[src/rtl/mode_power_seq.sv]
// Mode/power unit: chunked popcount and parity of a config word,
// then a slew-limited actuator ramp that drains power before a mode flip.
module mode_power_seq #(
  parameter int CONF_W    = 8,
  parameter int CHUNK_W   = 2,
  parameter int RAMP_STEP = 1
) (
  input  logic                        clk,
  input  logic                        rst_n,
  input  logic                        conf_valid,
  input  logic [CONF_W-1:0]           conf_data,
  output logic                        conf_ready,
  output logic                        res_valid,
  output logic [$clog2(CONF_W+1)-1:0] res_power,
  output logic                        res_mode,
  output logic [$clog2(CONF_W+1)-1:0] act_power,
  output logic                        act_mode,
  output logic                        settled
);

  localparam int PW     = $clog2(CONF_W+1);
  localparam int NCH    = CONF_W / CHUNK_W;
  localparam int CNT_W  = $clog2(NCH+1);
  localparam int STEP_I = (RAMP_STEP > CONF_W) ? CONF_W : RAMP_STEP;
  localparam logic [PW-1:0] STEP = PW'(STEP_I);

  typedef enum logic {
    IDLE,
    COUNT
  } state_t;

  state_t r_state;
  state_t w_next;

  logic [CONF_W-1:0] r_shift;
  logic [PW-1:0]     r_acc;
  logic              r_par;
  logic [CNT_W-1:0]  r_cnt;
  logic              r_res_valid;
  logic [PW-1:0]     r_res_power;
  logic              r_res_mode;
  logic [PW-1:0]     r_act_power;
  logic              r_act_mode;

  logic [PW-1:0]     w_chunk_pc;
  logic              w_chunk_par;
  logic              w_last;
  logic              w_accept;
  logic [PW-1:0]     w_act_power;
  logic              w_act_mode;
  logic [PW-1:0]     w_gap;

  always_comb begin
    w_chunk_pc  = '0;
    w_chunk_par = 1'b0;
    for (int i = 0; i < CHUNK_W; i++) begin
      w_chunk_pc  = w_chunk_pc + PW'(r_shift[i]);
      w_chunk_par = w_chunk_par ^ r_shift[i];
    end
  end

  assign w_last = (r_cnt == CNT_W'(NCH-1));

  always_ff @(posedge clk or negedge rst_n) begin
    if (!rst_n) r_state <= IDLE;
    else        r_state <= w_next;
  end

  always_comb begin
    w_next   = r_state;
    w_accept = 1'b0;
    unique case (r_state)
      IDLE: begin
        if (conf_valid) begin
          w_accept = 1'b1;
          w_next   = COUNT;
        end
      end
      COUNT: begin
        if (w_last) w_next = IDLE;
      end
      default: w_next = IDLE;
    endcase
  end

  // Mode mismatch drains power first; the flip itself costs one cycle at zero.
  always_comb begin
    w_act_power = r_act_power;
    w_act_mode  = r_act_mode;
    w_gap       = '0;
    if (r_act_mode != r_res_mode) begin
      if (r_act_power != '0)
        w_act_power = (r_act_power > STEP) ? r_act_power - STEP : '0;
      else
        w_act_mode = r_res_mode;
    end else if (r_res_power > r_act_power) begin
      w_gap       = r_res_power - r_act_power;
      w_act_power = (w_gap > STEP) ? r_act_power + STEP : r_res_power;
    end else begin
      w_gap       = r_act_power - r_res_power;
      w_act_power = (w_gap > STEP) ? r_act_power - STEP : r_res_power;
    end
  end

  always_ff @(posedge clk or negedge rst_n) begin
    if (!rst_n) begin
      r_shift     <= '0;
      r_acc       <= '0;
      r_par       <= 1'b0;
      r_cnt       <= '0;
      r_res_valid <= 1'b0;
      r_res_power <= '0;
      r_res_mode  <= 1'b0;
      r_act_power <= '0;
      r_act_mode  <= 1'b0;
    end else begin
      r_res_valid <= 1'b0;
      if (w_accept) begin
        r_shift <= conf_data;
        r_acc   <= '0;
        r_par   <= 1'b0;
        r_cnt   <= '0;
      end else if (r_state == COUNT) begin
        r_shift <= r_shift >> CHUNK_W;
        r_acc   <= r_acc + w_chunk_pc;
        r_par   <= r_par ^ w_chunk_par;
        r_cnt   <= r_cnt + CNT_W'(1);
        if (w_last) begin
          r_res_power <= r_acc + w_chunk_pc;
          r_res_mode  <= r_par ^ w_chunk_par;
          r_res_valid <= 1'b1;
        end
      end
      r_act_power <= w_act_power;
      r_act_mode  <= w_act_mode;
    end
  end

  assign conf_ready = (r_state == IDLE);
  assign res_valid  = r_res_valid;
  assign res_power  = r_res_power;
  assign res_mode   = r_res_mode;
  assign act_power  = r_act_power;
  assign act_mode   = r_act_mode;
  assign settled    = (r_act_power == r_res_power) &&
                      (r_act_mode == r_res_mode);

endmodule

[config.mk]
export PLATFORM = sky130hd
export DESIGN_NAME = mode_power_seq
export DESIGN_NICKNAME = d
export VERILOG_FILES = /design/src/rtl/mode_power_seq.sv
export SDC_FILE = /design/constraint.sdc
export NUM_CORES = 1
export LEC_CHECK = 0
export CAP_MARGIN = 20
export CORE_MARGIN = 3
export CORE_UTILIZATION = 43
export CTS_BUF_LIST = sky130_fd_sc_hd__clkbuf_8
export DETAILED_ROUTE_END_ITERATION = 6
export PLACE_DENSITY = 0.61
export SLEW_MARGIN = 10
export SYNTH_ARGS = -nofsm -noshare
export SYNTH_HDL_FRONTEND = slang
export SYNTH_SLANG_ARGS = --single-unit
export TNS_END_PERCENT = 5
[constraint.sdc]
create_clock -name clk -period 6.9 [get_ports clk]
set_input_delay 1.38 -clock clk [delete_from_list [all_inputs] [get_ports clk]]
set_output_delay 1.38 -clock clk [all_outputs]
set_load 0.05 [all_outputs]
After elaboration in Yosys (flattened, before gate mapping)
Cells that the tools add are included.
{"block": "totals", "ff_bits": 28, "inputBits": 11, "output_inout_bits": 13, "elab_cells": 57}
{"block": "op_classes", "addsub": 7, "magnitude_cmp": 4, "eq_ne": 5, "mux": 21, "n_bitwise": 5, "n_reduce_logical": 5}
{"operator": "4-bit two-way mux", "n": 8}
{"operator": "8-bit two-way mux", "n": 2}
{"operator": "4-bit by 1-bit greater-than comparator with 1-bit output (second input constant)", "n": 3}
{"operator": "1-bit two-way mux", "n": 8}
{"operator": "4-bit subtractor", "n": 2}
{"operator": "3-bit two-way mux", "n": 2}
{"operator": "4-bit by 1-bit adder with 4-bit output (second input constant)", "n": 1}
{"operator": "4-bit by 2-bit adder with 4-bit output", "n": 1}
{"operator": "4-bit equality test", "n": 1}
{"operator": "4-bit greater-than comparator", "n": 1}
{"operator": "4-bit nonzero test", "n": 1}
{"operator": "4-bit by 1-bit subtractor with 4-bit output (second input constant)", "n": 1}
{"operator": "3-bit by 1-bit adder with 3-bit output (second input constant)", "n": 1}
{"operator": "3-bit by 2-bit equality test with 1-bit output (second input constant)", "n": 1}
{"operator": "1-bit inverter", "n": 3}
{"operator": "3-bit AND reduction", "n": 1}
{"operator": "1-bit by 1-bit adder with 2-bit output", "n": 1}
{"operator": "2-bit by 1-bit inequality test with 1-bit output (second input constant)", "n": 1}
{"operator": "1-bit one-hot mux with 2 select lines", "n": 1}
{"operator": "2-bit AND reduction", "n": 1}
{"operator": "2-bit nonzero test", "n": 1}
{"operator": "1-bit XOR", "n": 2}
{"operator": "1-bit equality test", "n": 1}
{"operator": "1-bit logical AND", "n": 1}
{"operator": "1-bit inequality test", "n": 1}

Depth between registers and ports, before layout
{"block": "depth", "word_depth": 5, "ltp_mapped": 9, "depth_no_buf": 9}

Worst setup path before layout
Ideal clock, no wire load.
{"block": "synth_timing", "kind": "register to output", "startpoint": "register r_act_power[3], in the netlist act_power[3]", "endpoint": "output port settled", "arrival_ns": 2.043, "required_time_ns": 5.520, "path_slack_ns": 3.477, "stages_incl_launch_ff": 5, "n_path_buf": 0, "cell_sequence": "dfrtp_1 -> inv_1 -> ha_1 -> nand4_1 -> nor2_1"}
{"block": "synth_via", "elab_chain_cells": 2}
{"item": "start, declared", "line_no": "42", "rtl": "logic [PW-1:0] r_act_power;"}
{"item": "start signal, assigned", "line_no": "134", "rtl": "r_act_power <= w_act_power;"}
{"item": "4-bit equality test", "line_no": "145", "rtl": "assign settled = (r_act_power == r_res_power) &&"}
{"item": "1-bit logical AND", "line_no": "145"}
{"item": "end, declared", "line_no": "18", "rtl": "output logic settled"}
Every way passes these cells.

Final worst setup path
{"block": "layout_timing", "startpoint": "register r_act_power[2], in the netlist act_power[2]", "endpoint": "output port settled"}
Same word-level chain as after synthesis.

==> results.sh <==
export IMPL_synthTopCellsByArea="dfrtp_1 (38%), ha_1 (9.4%), mux2i_1 (4.9%)"
export IMPL_totalWireLength_um=3950
export IMPL_yosysTopAreaCell="dfrtp_1"
export IMPL_cts_resized_gates=0
export IMPL_hpwl_um=3080
export IMPL_ys_warn_count=0
export IMPL_start_util_pct=45.4
export IMPL_synth_cells=183
export IMPL_core_um2=4090
export IMPL_die_area_um2=5140
export IMPL_setup_viol=0
export IMPL_synth_ff_latch_count=28
export IMPL_die_w_um=71.7
export IMPL_drv_cap=0
export IMPL_crit_path_end_kind="primary output"
export IMPL_overflow=0
export IMPL_syn_area_um2=1860
export IMPL_worstPathRequired_ns=5.52
export IMPL_cts_buffers=3
export IMPL_synth_top_area_share_pct=37.8
export IMPL_grtUsageTotal_pct=16.9
export IMPL_syn_to_final_growth_pct=17.7
export IMPL_ys_flop_type="dfrtp_1"
export IMPL_clock_path_buffers=2
export IMPL_fin_crit_sh_pct=55.6
export IMPL_cts_tree="done"
export IMPL_slew_violations=0
export IMPL_grt_pass1_wl_um=6910
export IMPL_cp_data_arrival_time_ns=2.46
export IMPL_synth_edf_count=0
export IMPL_drtIter0Drc=128
export IMPL_whs_ns=0.495
export IMPL_worstPathMaxFanout=9
export IMPL_period_needed_ns=3.84
export IMPL_nets=235
export IMPL_grt_max_degree=29
export IMPL_syn_nets=211
export IMPL_clkTransAtPathRegs_ns=0.09
export IMPL_avgSynthCellArea_um2=10.1
export IMPL_rsz0062_at_grt="false"
export IMPL_fill_cells=369
export IMPL_numClockSinks=28
export IMPL_layout_drive_gt1_share_pct=8.74
export IMPL_antenna_found_initial=0
export IMPL_synthArstFlopShare_pct=100
export IMPL_clock_skew_ns=0.00121
export IMPL_outcome="complete, no violations"
export IMPL_ant_nets=0
export IMPL_avgRoutedWirePerCell_um=15.4
export IMPL_antenna_diode_count=0
export IMPL_fp_row_count=23
export IMPL_ys_seq_area_share_pct=37.8
export IMPL_worstHoldPathType="register to register"
export IMPL_cts_root_buf="clkbuf_8"
export IMPL_max_freq_mhz=261
export IMPL_die_h_um=71.7
export IMPL_tightest_slew_ns=0.662
export IMPL_grt_pass1_vias=1459
export IMPL_vias=1460
export IMPL_critPathLaunchType="register"
export IMPL_slew_headroom_pct=55.9
export IMPL_ioPinCount=24
export IMPL_path_class="register to primary output"
export IMPL_final_area_um2=2180
export IMPL_drc=0
export IMPL_port_buffer_count=23
export IMPL_viasPerCell=5.70
export IMPL_dr_pass1_iters=4
export IMPL_synth_cell_types=45
export IMPL_insertion_delay_ns=0.27
export IMPL_hold_viol=0
export IMPL_postCtsSetupBuffers=0
export IMPL_ctsHoldBuffers=0
export IMPL_gp_congestion=0.921
export IMPL_finalSetupTns_ns=0
export IMPL_placedInstanceArea_um2=2130
export IMPL_htreeDepth=1
## stage by stage
| stage | std cells | worst slack (ns) | util [%] |
|---|---|---|---|
| 2_1_floorplan | 183 | 3.48 | - |
| 3_3_place_gp | 252 | 3.43 | 52.1 |
| 3_5_place_dp | 252 | 3.36 | 52.1 |
| 4_1_cts | 256 | 3.04 | 53.5 |
| 5_1_grt | 256 | 2.92 | 53.5 |
| 6_report | 256 | 3.06 | 53.5 |
## cell usage after synthesis, drive strengths merged, types with 2 or more instances
library cell,n
a21o,3
a21oi,7
a22o,5
clkbuf,4
dfrtp,28
fa,3
ha,14
inv,15
mux2,2
mux2i,9
nand2,21
nand3,6
nand3b,2
nand4,2
nor2,12
nor3,2
o21ai,13
o221ai,2
or2,2
xnor2,9
xor2,4
## layer usage
layer	GRT usage (%)	part of all wire, %	routed length, um
met1	22.7	44	1730
met2	27.1	48	1890
met3	2.66	5.0	197
met4	7.31	3.2	126
met5	0	0	0
## kinds of logic (layout without fill, tap and decap cells)
kind of cell,Yosys count,in the layout,share of synthesized area (%)
compound gates,42,42,18.1
xor+xnor,13,13,6.54
fa+ha+maj,17,17,12.7
buf+inv,20,43,4.45
flops,28,28,37.8
mux,11,11,6.07
simple gates,52,52,14.4
## layout make-up
type | instances | area, um2 | area share, %
clock buffers | 4 | 55.1 | 2.52
repair buffers | 24 | 238 | 10.9
well taps | 50 | 62.6 | 2.86
flip-flops and latches | 28 | 701 | 32.1
inverters | 15 | 56.3 | 2.58
multi-input cells | 135 | 1070 | 49.1
## sequential cells by signal, indices dropped and copies added, names as in the netlist
register   count
r_shift        8
act_power      4
r_acc          4
res_power      4
r_cnt          3
act_mode       1
r_par          1
r_state        1
res_mode       1
res_valid      1
## worst paths after layout
check                                   from      endpoint  slack [ns]  cells after the start
worst min-delay path              r_shift[6]    r_shift[4]        0.50                      2
worst max-delay path            act_power[2]       settled        3.06                      4
min in group asynchronous              rst_n  act_power[2]        1.48                      2
max in group asynchronous              rst_n      r_acc[3]        5.16                      2
worst min register to register    r_shift[6]    r_shift[4]        0.50                      2
worst max register to register  act_power[0]  act_power[1]        4.29                      9
## critical path, cell delays in order, from the launching register on
cell             delay (ns)
dfrtp_1                0.49
ha_1                   0.55
nand4_1                0.18
nor2_1                 0.15
clkdlybuf4s50_1        0.81
## cell usage in the layout (no fill, tap or decap), types with 2 or more instances in the layout
| cell | instances |
|---|---|
| o221ai_1 | 2 |
| a21oi_1 | 6 |
| nor2_1 | 12 |
| inv_1 | 15 |
| nand3_1 | 6 |
| a22o_1 | 5 |
| a21o_1 | 2 |
| nand3b_1 | 2 |
| clkdlybuf4s50_1 | 23 |
| o21ai_0 | 12 |
| clkbuf_8 | 4 |
| xnor2_1 | 8 |
| nor3_1 | 2 |
| xor2_1 | 4 |
| dfrtp_1 | 28 |
| mux2_2 | 2 |
| nand2_1 | 20 |
| nand4_1 | 2 |
| ha_1 | 14 |
| fa_1 | 3 |
| mux2i_1 | 9 |
Power is not shown: default switching activity piles up to over one toggle a cycle in this logic, so the estimate is an artifact.
